[src/rtl/hazard_scoreboard.sv]
// Pipeline hazard unit with an NPEND-entry scoreboard for in-flight long-latency writes.
// Optional stall statistics counters are compiled in when HAZARD_STATS_EN is defined.
module hazard_scoreboard #(
   parameter int REG_AW = 5,
   parameter int NPEND  = 4,
   parameter int TAGW   = 2
) (
   input  logic              clk,
   input  logic              rst,
   input  logic [REG_AW-1:0] rsD,
   input  logic [REG_AW-1:0] rtD,
   input  logic              useaD,
   input  logic              usebD,
   input  logic [REG_AW-1:0] rsE,
   input  logic [REG_AW-1:0] rtE,
   input  logic [REG_AW-1:0] writeregE,
   input  logic              memtoregE,
   input  logic [REG_AW-1:0] writeregM,
   input  logic              regwriteM,
   input  logic [REG_AW-1:0] writeregW,
   input  logic              regwriteW,
   input  logic              iss_valid,
   input  logic [REG_AW-1:0] iss_wreg,
   output logic              iss_ready,
   output logic [TAGW-1:0]   iss_tag,
   input  logic              cmp_valid,
   input  logic [TAGW-1:0]   cmp_tag,
   input  logic              flush_all,
   output logic [1:0]        forwardaE,
   output logic [1:0]        forwardbE,
   output logic              stallF,
   output logic              stallD,
   output logic              stallE,
   output logic              flushE,
`ifdef HAZARD_STATS_EN
   output logic [31:0]       stall_cycles,
   output logic [31:0]       sb_stall_cycles,
   output logic [31:0]       full_stall_cycles,
`endif
   output logic [TAGW:0]     sb_count
);

   logic [NPEND-1:0]  valid_q;
   logic [NPEND-1:0]  valid_d;
   logic [REG_AW-1:0] wreg_q [NPEND];
   logic [TAGW:0]     count_q;
   logic [TAGW:0]     count_d;

   logic [TAGW-1:0]   free_tag;
   logic              full;
   logic              accept;
   logic              cmp_hit;
   logic              busy_a;
   logic              busy_b;
   logic              sbstall;
   logic              lwstall;
   logic              fullstall;

   function automatic logic [1:0] fwd_sel(input logic [REG_AW-1:0] src,
                                          input logic [REG_AW-1:0] wm, input logic wem,
                                          input logic [REG_AW-1:0] ww, input logic wew);
      logic [1:0] sel;
      sel = 2'b00;
      if (src == '0)
         sel = 2'b00;
      else if (wem && src == wm)
         sel = 2'b10;
      else if (wew && src == ww)
         sel = 2'b01;
      return sel;
   endfunction

   // Lowest free index wins: scan high to low so the last hit is the lowest.
   always_comb begin
      free_tag = '0;
      for (int i = NPEND - 1; i >= 0; i--) begin
         if (!valid_q[i])
            free_tag = TAGW'(i);
      end
   end

   assign full      = (count_q == (TAGW+1)'(NPEND));
   assign accept    = iss_valid & ~full & ~flush_all;
   assign fullstall = iss_valid & full;

   always_comb begin
      cmp_hit = 1'b0;
      busy_a  = 1'b0;
      busy_b  = 1'b0;
      for (int i = 0; i < NPEND; i++) begin
         if (cmp_valid && cmp_tag == TAGW'(i) && valid_q[i])
            cmp_hit = 1'b1;
         if (valid_q[i] && wreg_q[i] == rsD)
            busy_a = 1'b1;
         if (valid_q[i] && wreg_q[i] == rtD)
            busy_b = 1'b1;
      end
      if (rsD == '0)
         busy_a = 1'b0;
      if (rtD == '0)
         busy_b = 1'b0;
   end

   assign sbstall = (useaD & busy_a) | (usebD & busy_b);
   assign lwstall = memtoregE & (writeregE != '0) &
                    ((useaD & (writeregE == rsD)) | (usebD & (writeregE == rtD)));

   // The allocated tag is free in registered state, so it can never collide with a completing tag.
   always_comb begin
      valid_d = valid_q;
      for (int i = 0; i < NPEND; i++) begin
         if (cmp_valid && cmp_tag == TAGW'(i))
            valid_d[i] = 1'b0;
         if (accept && free_tag == TAGW'(i))
            valid_d[i] = 1'b1;
      end
      count_d = count_q;
      if (accept && !cmp_hit)
         count_d = count_q + 1'b1;
      else if (!accept && cmp_hit)
         count_d = count_q - 1'b1;
      if (flush_all) begin
         valid_d = '0;
         count_d = '0;
      end
   end

   always_ff @(posedge clk) begin
      if (rst) begin
         valid_q <= '0;
         count_q <= '0;
      end else begin
         valid_q <= valid_d;
         count_q <= count_d;
         if (accept)
            wreg_q[free_tag] <= iss_wreg;
      end
   end

   always_comb begin
      iss_ready = 1'b1;
      iss_tag   = '0;
      sb_count  = '0;
      forwardaE = 2'b00;
      forwardbE = 2'b00;
      stallF    = 1'b0;
      stallD    = 1'b0;
      stallE    = 1'b0;
      flushE    = 1'b0;
      if (!rst) begin
         iss_ready = ~full;
         iss_tag   = free_tag;
         sb_count  = count_q;
         forwardaE = fwd_sel(rsE, writeregM, regwriteM, writeregW, regwriteW);
         forwardbE = fwd_sel(rtE, writeregM, regwriteM, writeregW, regwriteW);
         if (flush_all) begin
            flushE = 1'b1;
         end else if (fullstall) begin
            stallF = 1'b1;
            stallD = 1'b1;
            stallE = 1'b1;
         end else if (sbstall || lwstall) begin
            stallF = 1'b1;
            stallD = 1'b1;
            flushE = 1'b1;
         end
      end
   end

`ifdef HAZARD_STATS_EN
   logic sb_cause;
   assign sb_cause = ~flush_all & ~fullstall & sbstall;

   always_ff @(posedge clk) begin
      if (rst) begin
         stall_cycles      <= '0;
         sb_stall_cycles   <= '0;
         full_stall_cycles <= '0;
      end else begin
         if (stallD && stall_cycles != '1)
            stall_cycles <= stall_cycles + 32'd1;
         if (sb_cause && sb_stall_cycles != '1)
            sb_stall_cycles <= sb_stall_cycles + 32'd1;
         if (fullstall && full_stall_cycles != '1)
            full_stall_cycles <= full_stall_cycles + 32'd1;
      end
   end
`endif

endmodule

[config.mk]
export PLATFORM = sky130hd
export DESIGN_NAME = hazard_scoreboard
export DESIGN_NICKNAME = d
export VERILOG_FILES = /design/src/rtl/hazard_scoreboard.sv
export SDC_FILE = /design/constraint.sdc
export NUM_CORES = 1
export LEC_CHECK = 0
export BUFFER_PORTS_ARGS = -buffer_cell sky130_fd_sc_hd__buf_2
export CORE_ASPECT_RATIO = 1.75
export CORE_MARGIN = 2
export CORE_UTILIZATION = 55
export DETAILED_ROUTE_END_ITERATION = 12
export GPL_ROUTABILITY_DRIVEN = 0
export PLACE_DENSITY_LB_ADDON = 0.12
export RECOVER_POWER = 100
export SLEW_MARGIN = 15
export SYNTH_ARGS = -nofsm -noshare
export SYNTH_HDL_FRONTEND = slang
export SYNTH_SLANG_ARGS = --single-unit
[constraint.sdc]
create_clock -name clk -period 3.2 [get_ports clk]
set_clock_uncertainty 0.05 [all_clocks]
set_input_delay 0.32 -clock clk [delete_from_list [all_inputs] [get_ports clk]]
set_output_delay 0.32 -clock clk [all_outputs]
set_load 0.1 [all_outputs]
## After elaboration in Yosys (flattened, before gate mapping)

Memory sizes are Yosys's and may differ from the RTL's.
Cells that the tools add are included.

| cells by class | value |
|---|---|
| magnitude comparators | 0 |
| $mul | 0 |
| add/subtract/negate cells | 2 |
| mux-type cells | 52 |
| equal/unequal tests | 21 |
| reduce and logical (&&, ||, !) cells | 42 |
| bitwise logic cells | 13 |
| divide/modulo/power cells | 0 |
| shift-type cells | 0 |

Operators by type and width:

| kind | number |
|---|---|
| $eq 5x5->1 | 14 |
| $mux 1 | 38 |
| $logic_and 1x1->1 | 26 |
| $mux 2 | 11 |
| $logic_not 5->1 | 4 |
| $reduce_bool 2->1 | 5 |
| $and 1x1->1 | 9 |
| $mux 3 | 3 |
| $eq 2x2->1 const B | 4 |
| $reduce_bool 5->1 | 1 |
| $eq 2x1->1 const B | 2 |
| $logic_not 2->1 | 2 |
| $add 3x1->3 const B | 1 |
| $eq 3x3->1 const B | 1 |
| $sub 3x1->3 const B | 1 |
| $logic_not 1->1 | 2 |
| $not 1->1 | 2 |
| $or 1x1->1 | 2 |
| $reduce_or 2->1 | 1 |
| $logic_or 1x1->1 | 1 |

| storage, ports and cells | value |
|---|---|
| word-level logic and storage cells | 136 |
| input bits | 52 |
| flip-flop bits (word level) | 7 |
| memory bits (read-only) | 0 |
| memories kept | 1 |
| RAM bits | 20 |
| bits in latches | 0 |

Memory list:

| name | words | bits a word | rd ports | clocked after memory_dff | wr ports | line | text |
|---|---|---|---|---|---|---|---|
| wreg_q | 4 | 5 | 4 | 0 | 1 | 45 | `logic [REG_AW-1:0] wreg_q [NPEND];` |

## Logic depth before layout (Yosys ltp)

Gate-level depths: netlist of the first run.
An unclocked memory read counts as a cell.

| depth | value |
|---|---|
| depth in word-level cells | 15 |
| gate-level depth with buffers | 8 |

## Worst setup path before layout of the first run

OpenSTA, ideal clock, no wires.

| path | value |
|---|---|
| path kind | input to output |
| start | in writeregM[2] |
| end | out forwardaE[0] |
| path buffers | 0 |
| slack | -742 ps |
| data required time | 2830 ps |
| stages on the path | 4 |
| data arrival time | 3572 ps |
| cell sequence | xor2_1 > nor4_1 > and3_1 > nor4_1 |

| on the way | value |
|---|---|
| longest elaborated chain between the ends | 5 |

Ends and longest elaborated chain:

| item | line | text |
|---|---|---|
| start: declaration | 18 | `input logic [REG_AW-1:0] writeregM,` |
| $eq 5x5->1 | 66 | `else if (wem && src == wm)` |
| $logic_and 1x1->1 | 66 |  |
| $mux 2 | 66 |  |
| $mux 2 | 64 | `if (src == '0)` |
| $mux 2 | 150 | `if (!rst) begin` |
| end: declaration | 29 | `output logic [1:0] forwardaE,` |

No other way between the ends.

==> summary.txt, run 1 <==
Outcome
  • Outcome: completed

Drt
  • Post-Route WL: approximately 5000 um
  • Pre-antenna DRT Iters: 4
  • DRT iter0 DRCs: 30
  • Via-per-instance ratio: 5.52
  • Vias: 1733
  • WL/cell: 15.8 um
  • Antenna-violating nets left: 0
  • DRC: 0

Power
  • Static leakage: 0.000891 uW
  • PD cells: approximately 310 mW/mm^2
  • Total power: 756 uW
  • Worst VDD drop: between 300 and 400 uV

Critical path
  • Critical Path AT: 2.39 ns
  • Reg-to-Reg End: count_q[2]
  • Worst Reg-to-Reg Cells: 8
  • CP Launch Type: flop
  • Cell Chain, Critical Path: xor2_1 > nor4_1 > nand3_1 > and4_4 > o21ai_2 > o31a_1 > clkbuf_2
  • Slowest CP cell: edfxtp_1
  • Worst setup EP type: output pin
  • Flop2flop setup slack: 0.82 ns
  • Largest delay share family, worst path: simple AND/OR/NAND/NOR gates
  • Crit path kind: flop to output pin
  • Crit-path max cell delay: 0.46 ns
  • WP buf/inv: 1
  • Maximum fanout along the worst path: 2
  • Origin of the critical flop-to-flop path: count_q[0]
  • Worst EP required: roughly 2.8 ns

STA
  • RSZ-0062 raised after global routing: false
  • Final worst setup slack: between 0.4 and 0.5 ns
  • Max-Slew Margin vs Limit: roughly a fifth
  • Final Hold Vio Count: 0
  • Min cycle time layout: around 2.8 ns
  • Period utilization: between 80 and 90%
  • Peak Freq: around 360 MHz
  • Final slew viol count: 0
  • Slew @ Worst Pin: between 1 and 1.5 ns
  • Post-Route Setup TNS: 0 ns
  • Final setup violation count: 0

Die
  • Die area: roughly 0.0043 mm^2
  • Core Region: about 0.0036 mm^2
  • DIE WIDTH: slightly above 50 um
  • FP Rows: 29
  • Die height: roughly 85 um
  • Top Ports: 66
  • Initial Util: between 50 and 60%

Synth
  • FFs w/ async S/R, synth: 0%
  • Multiplexer area fraction after synthesis: approximately 1.6%
  • Synthesized net count: about 270
  • Post-synth top flop: edfxtp_1
  • Complex-gate fraction of the synthesized area: under 10%
  • Post-synth cell types: 39
  • EDFF count, synth: 20
  • Largest family of logic cells by synthesized area: XOR/XNOR gates
  • Synthesized area: just over 0.002 mm^2
  • Sequential area share after synthesis: approximately 36%
  • Avg Cell Area, Syn: between 9 and 10 um^2
  • Synth Area in Adders: around 1.6%
  • XOR/XNOR share of the synthesized area: 30.4%
  • Synthesized instance count: 212
  • Synth warn: 0
  • Synth Register Bits: 27
  • Simple-Gate Fraction of Synth Area: about 20%

Worst hold path
  • Hold Path Sink: wreg_q[1][4]
  • HP Start: iss_wreg[4]
  • Worst hold path class: primary input to flop
  • Worst hold path stage count: 1

Clocking
  • # Post-CTS Setup Buffers: 0
  • CTS Buf Count: 3
  • H-Tree Depth: 1
  • Clock sink count: 27
  • CTS tree: built
  • Clock Latency Late Sink: around 0.28 ns
  • Post-CTS Hold Buffers: 0
  • Clock Path Buffers: 2
  • Post-CTS sizing: 0
  • Worst-path clk slew: approximately 0.090 ns
  • Root Buffer: clkbuf_8

Place
  • Worst slack, placed: between 0.7 and 0.8 ns
  • DP HPWL: approximately 4200 um
  • Port buffer count: between 60 and 70

Global routing
  • Global-route wire length before repair: roughly 7900 um
  • Total gr overflow: 0
  • GRT Util Overall: a little under a quarter
  • Vias in the first global route: 1770
  • Maximum number of pins on one net before global-route repair: 17
  • Antenna violations before repair: 0

Finish
  • Ant. Diodes: 0
  • Nets: 323
  • Share of cells above drive strength 1: a little under a quarter
  • Filler instances: roughly 330
  • Register area: roughly 740 um^2
  • Area grow syn2layout: 16.6%
  • Multi-input logic area: around 0.0013 mm^2

Flow run
  • Max-cap viol count: 0
[metal layers]
metal / vias to the layer above / track usage, % / part of all wire, %
met5: - / 0 / 0
met3: 15 / 3.87 / 4.7
met2: 57 / 50.1 / 59
met1: 806 / 21.1 / 33
met4: 0 / 8.85 / 3.2
li1: 855 / - / -
[kinds of logic (layout without fill, tap and decap cells)]
group	after synthesis	after routing
buffers and inverters	17	73
AOI/OAI and AO/OA	20	20
muxes	2	2
and+or+nand+nor	72	72
xor gates and xnor gates	72	72
DFF	27	27
adders and majority gates	2	2
[worst max path at each step]
stage	from	end	cells after the start
2_1_floorplan	rtD[0]	stallF	8
3_3_place_gp	rtD[3]	stallF	8
3_5_place_dp	rtD[3]	stallD	8
4_1_cts	wreg_q[1][3]	stallD	7
5_1_grt	wreg_q[3][3]	stallD	7
6_report	wreg_q[1][3]	stallF	7
[area by class of cell]
class,instances,share of cell area (%)
inverters,4,0.620
repair buffers,65,12.6
well taps,46,2.38
clock buffers,3,1.71
multi-input cells,168,51.8
flip-flops and latches,27,30.6
clock inverters,1,0.259
[cell usage after synthesis, drive strengths merged, types with 2 or more instances]
library cell	number	share of area, %
inv	4	0.72
buf	11	3.9
nor3b	4	1.7
nand2	9	1.6
nor3	2	0.48
a31oi	2	0.60
nor2	13	2.4
a21oi	4	0.96
nor2b	4	1.2
xor2	39	16
clkbuf	2	0.36
nand4	5	1.5
nand3	7	1.7
edfxtp	20	29
xnor2	33	14
nand2b	5	1.5
a211oi	2	0.72
o21ai	7	1.9
and3	3	0.90
or4	5	1.8
dfxtp	7	6.8
nor4	11	3.3
o31a	2	0.84
[state kept, by name, indices dropped and copies added (netlist names)]
signal / count
wreg_q: 20
count_q: 3
valid_q: 4
[where the power goes]
| group | switching, uW | internal (uW) | total, uW |
|---|---|---|---|
| registers | 4.78 | 380 | 384 |
| clock network | 101 | 89.1 | 191 |
| logic | 107 | 74.5 | 181 |
| total | 213 | 543 | 756 |
[per-stage QoR]
stage | instances | area, um^2 | util (%) | hold slack [ns]
final | 314 | 2420 | 66.7 | 0.237
after global routing | 314 | 2420 | 66.7 | 0.248
after CTS | 314 | 2440 | 67.4 | 0.192
after detailed placement | 310 | 2400 | 66.1 | 0.457
after global placement | 310 | 2400 | 66.1 | 0.443
after floorplan | 212 | 2100 | - | 0.369
[cells in the final DEF, fill, tap and decap left out, types with 3 or more instances in the layout]
master     n
buf_2     46
or4_1      5
nand4_1    5
inv_1      4
clkbuf_8   3
xnor2_1   33
a21oi_1    4
edfxtp_1  20
nand2_1    9
clkbuf_1  16
nand3_1    7
nor2_1    13
nor2b_1    4
nor4_1     9
and3_1     3
o21ai_0    4
xor2_1    39
nand2b_1   5
clkbuf_2   3
dfxtp_1    7
Note: power is estimated with default switching activity, not from simulation.
==> inputs of run 2 (changes only) <==
Settings changed: CORE_UTILIZATION 55 to 27, PLACE_DENSITY_LB_ADDON 0.12 to not set.
==> run 2 against run 1 <==
Total power is 13% higher; wire length grew 12%; clock power rose by 50%; die area is 96% higher; sequential share of layout area fell by 1.1 points; critical path type unchanged; critical endpoint is now stallD; sequential power about the same; final cell count increased by 13%; clock-buffer cell count did not move; non-clock buffer count unchanged; via count increased by 0.98%; first-iteration DRC count rose by 90%.
==> summary.txt, run 2 (same netlist as run 1, synthesis figures left out) <==
Global routing
  • Global-route wire length before repair: between 8000 and 9000 um
  • GRT Util Overall: about an eighth
  • Antenna violations before repair: 0
  • Maximum number of pins on one net before global-route repair: 17
  • Vias in the first global route: 1900
  • Total gr overflow: 0

Clocking
  • Worst-path clk slew: around 0.060 ns
  • Clock Path Buffers: 2
  • Clock Latency Late Sink: around 0.26 ns
  • CTS Buf Count: 3
  • CTS tree: built
  • Post-CTS Hold Buffers: 0
  • # Post-CTS Setup Buffers: 0
  • H-Tree Depth: 1
  • Clock sink count: 27
  • Post-CTS sizing: 0
  • Root Buffer: clkbuf_16

Drt
  • Vias: 1750
  • Pre-antenna DRT Iters: 6
  • Post-Route WL: about 5500 um
  • WL/cell: 15.6 um
  • DRC: 0
  • Via-per-instance ratio: 4.92
  • Antenna-violating nets left: 0
  • DRT iter0 DRCs: 57

Critical path
  • Crit-path max cell delay: 0.55 ns
  • Maximum fanout along the worst path: 2
  • Cell Chain, Critical Path: xor2_1 > nor4_1 > nand3_1 > and4_4 > o21ai_2 > o31a_1 > clkbuf_2
  • Critical Path AT: ~2.5 ns
  • Crit path kind: flop to output pin
  • CP Launch Type: flop
  • Worst setup EP type: output pin
  • Slowest CP cell: nor4_1
  • Flop2flop setup slack: ~0.8 ns
  • Worst EP required: approximately 2.8 ns

STA
  • Final setup violation count: 0
  • Final Hold Vio Count: 0
  • Peak Freq: 348 MHz
  • Final worst setup slack: between 0.3 and 0.4 ns
  • RSZ-0062 raised after global routing: false
  • Period utilization: around 90%
  • Max-Slew Margin vs Limit: 22.5%
  • Min cycle time layout: 2.87 ns
  • Slew @ Worst Pin: approximately 1.2 ns
  • Post-Route Setup TNS: 0 ns
  • Final slew viol count: 0

Finish
  • Fin util: 33.4%
  • Non-filler cells, final: between 300 and 400
  • Biggest regs: wreg_q x20, valid_q x4, count_q x3
  • Most frequent cells in the layout: buf_2, xor2_1, xnor2_1
  • Filler instances: ~770
  • Area grow syn2layout: 20.8%
  • Nets: ~320
  • Ant. Diodes: 0
  • Largest reg by FF count: wreg_q
  • Share of cells above drive strength 1: 23.1%
  • Max reg flops: 20
  • Commonest non-fill, non-tap cell in the layout: buf_2

Die
  • Die height: 120 um
  • FP Rows: 42
  • Die area: roughly 0.0084 mm^2
  • Core Region: about 0.0075 mm^2
  • Initial Util: 27.6%
  • Top Ports: 66
  • DIE WIDTH: between 70 and 80 um

Place
  • Port buffer count: 65
  • Placed insts: 352
  • DP HPWL: between 4000 and 5000 um
  • Worst slack, placed: ~0.68 ns

Power
  • Net Sw Frac: a little over a quarter
  • Static leakage: roughly 0.0009 uW
  • Worst VDD drop: 184 uV
  • Clock Power Share: approximately a third
  • PD cells: roughly 340 mW/mm^2
  • Total power: 855 uW
  • Sequential cell fraction of total power: 45.0%
  • Internal Power: approximately 620 uW
  • Net Switching: approximately 230 uW
  • Combinational Power Share: between 20% and 30%

Worst hold path
  • Worst hold path class: primary input to flop

Flow run
  • Max-cap viol count: 0

Outcome
  • Outcome: completed
run 2: through the flow:
step / hold slack [ns] / instance area (um^2)
floorplan: 0.369 / 2100
global placement: 0.455 / 2450
finish: 0.297 / 2510
global route: 0.305 / 2510
CTS: 0.233 / 2530
detailed placement: 0.477 / 2450
run 2: path summary, 6_finish.rpt:
check                             startpoint      endpoint  cells after the start
worst max-delay path            wreg_q[0][3]        stallD                      7
worst min-delay path             iss_wreg[0]  wreg_q[1][0]                      1
worst max register to register    count_q[0]    count_q[2]                      8
worst min register to register    count_q[2]    count_q[2]                      2
run 2: power by group through the flow:
stage,sequential (uW),combinational [uW],clock [uW]
finish,385,184,286
global route,385,202,308
CTS,384,187,295
detailed placement,392,186,0
global placement,392,184,0
floorplan,391,124,0
run 2: layout make-up:
cell class	instances	area, um^2	area share, %
Clock buffer	3	75.1	2.99
Clock inverter	1	7.51	0.299
Inverter	4	15.0	0.599
Multi-Input combinational cell	168	1250	50.0
Sequential cell	27	741	29.5
Tap cell	88	110	4.39
Timing Repair Buffer	65	305	12.2
run 2: metal layers:
metal  routed length, um  up-vias  track usage (%)
li1                    -      856                -
met1                1830      834             11.2
met2                3370       51             28.5
met3                 180        9             1.26
met4                 158        0             7.09
met5                   0        -                0
run 2: worst max-delay path: cells and delay by family, from the launching register on:
kind | cells | cell delay (ns)
compound gates | 2 | 0.30
xor+xnor | 1 | 0.18
buf+inv | 1 | 0.46
flops | 1 | 0.42
simple gates | 3 | 0.89
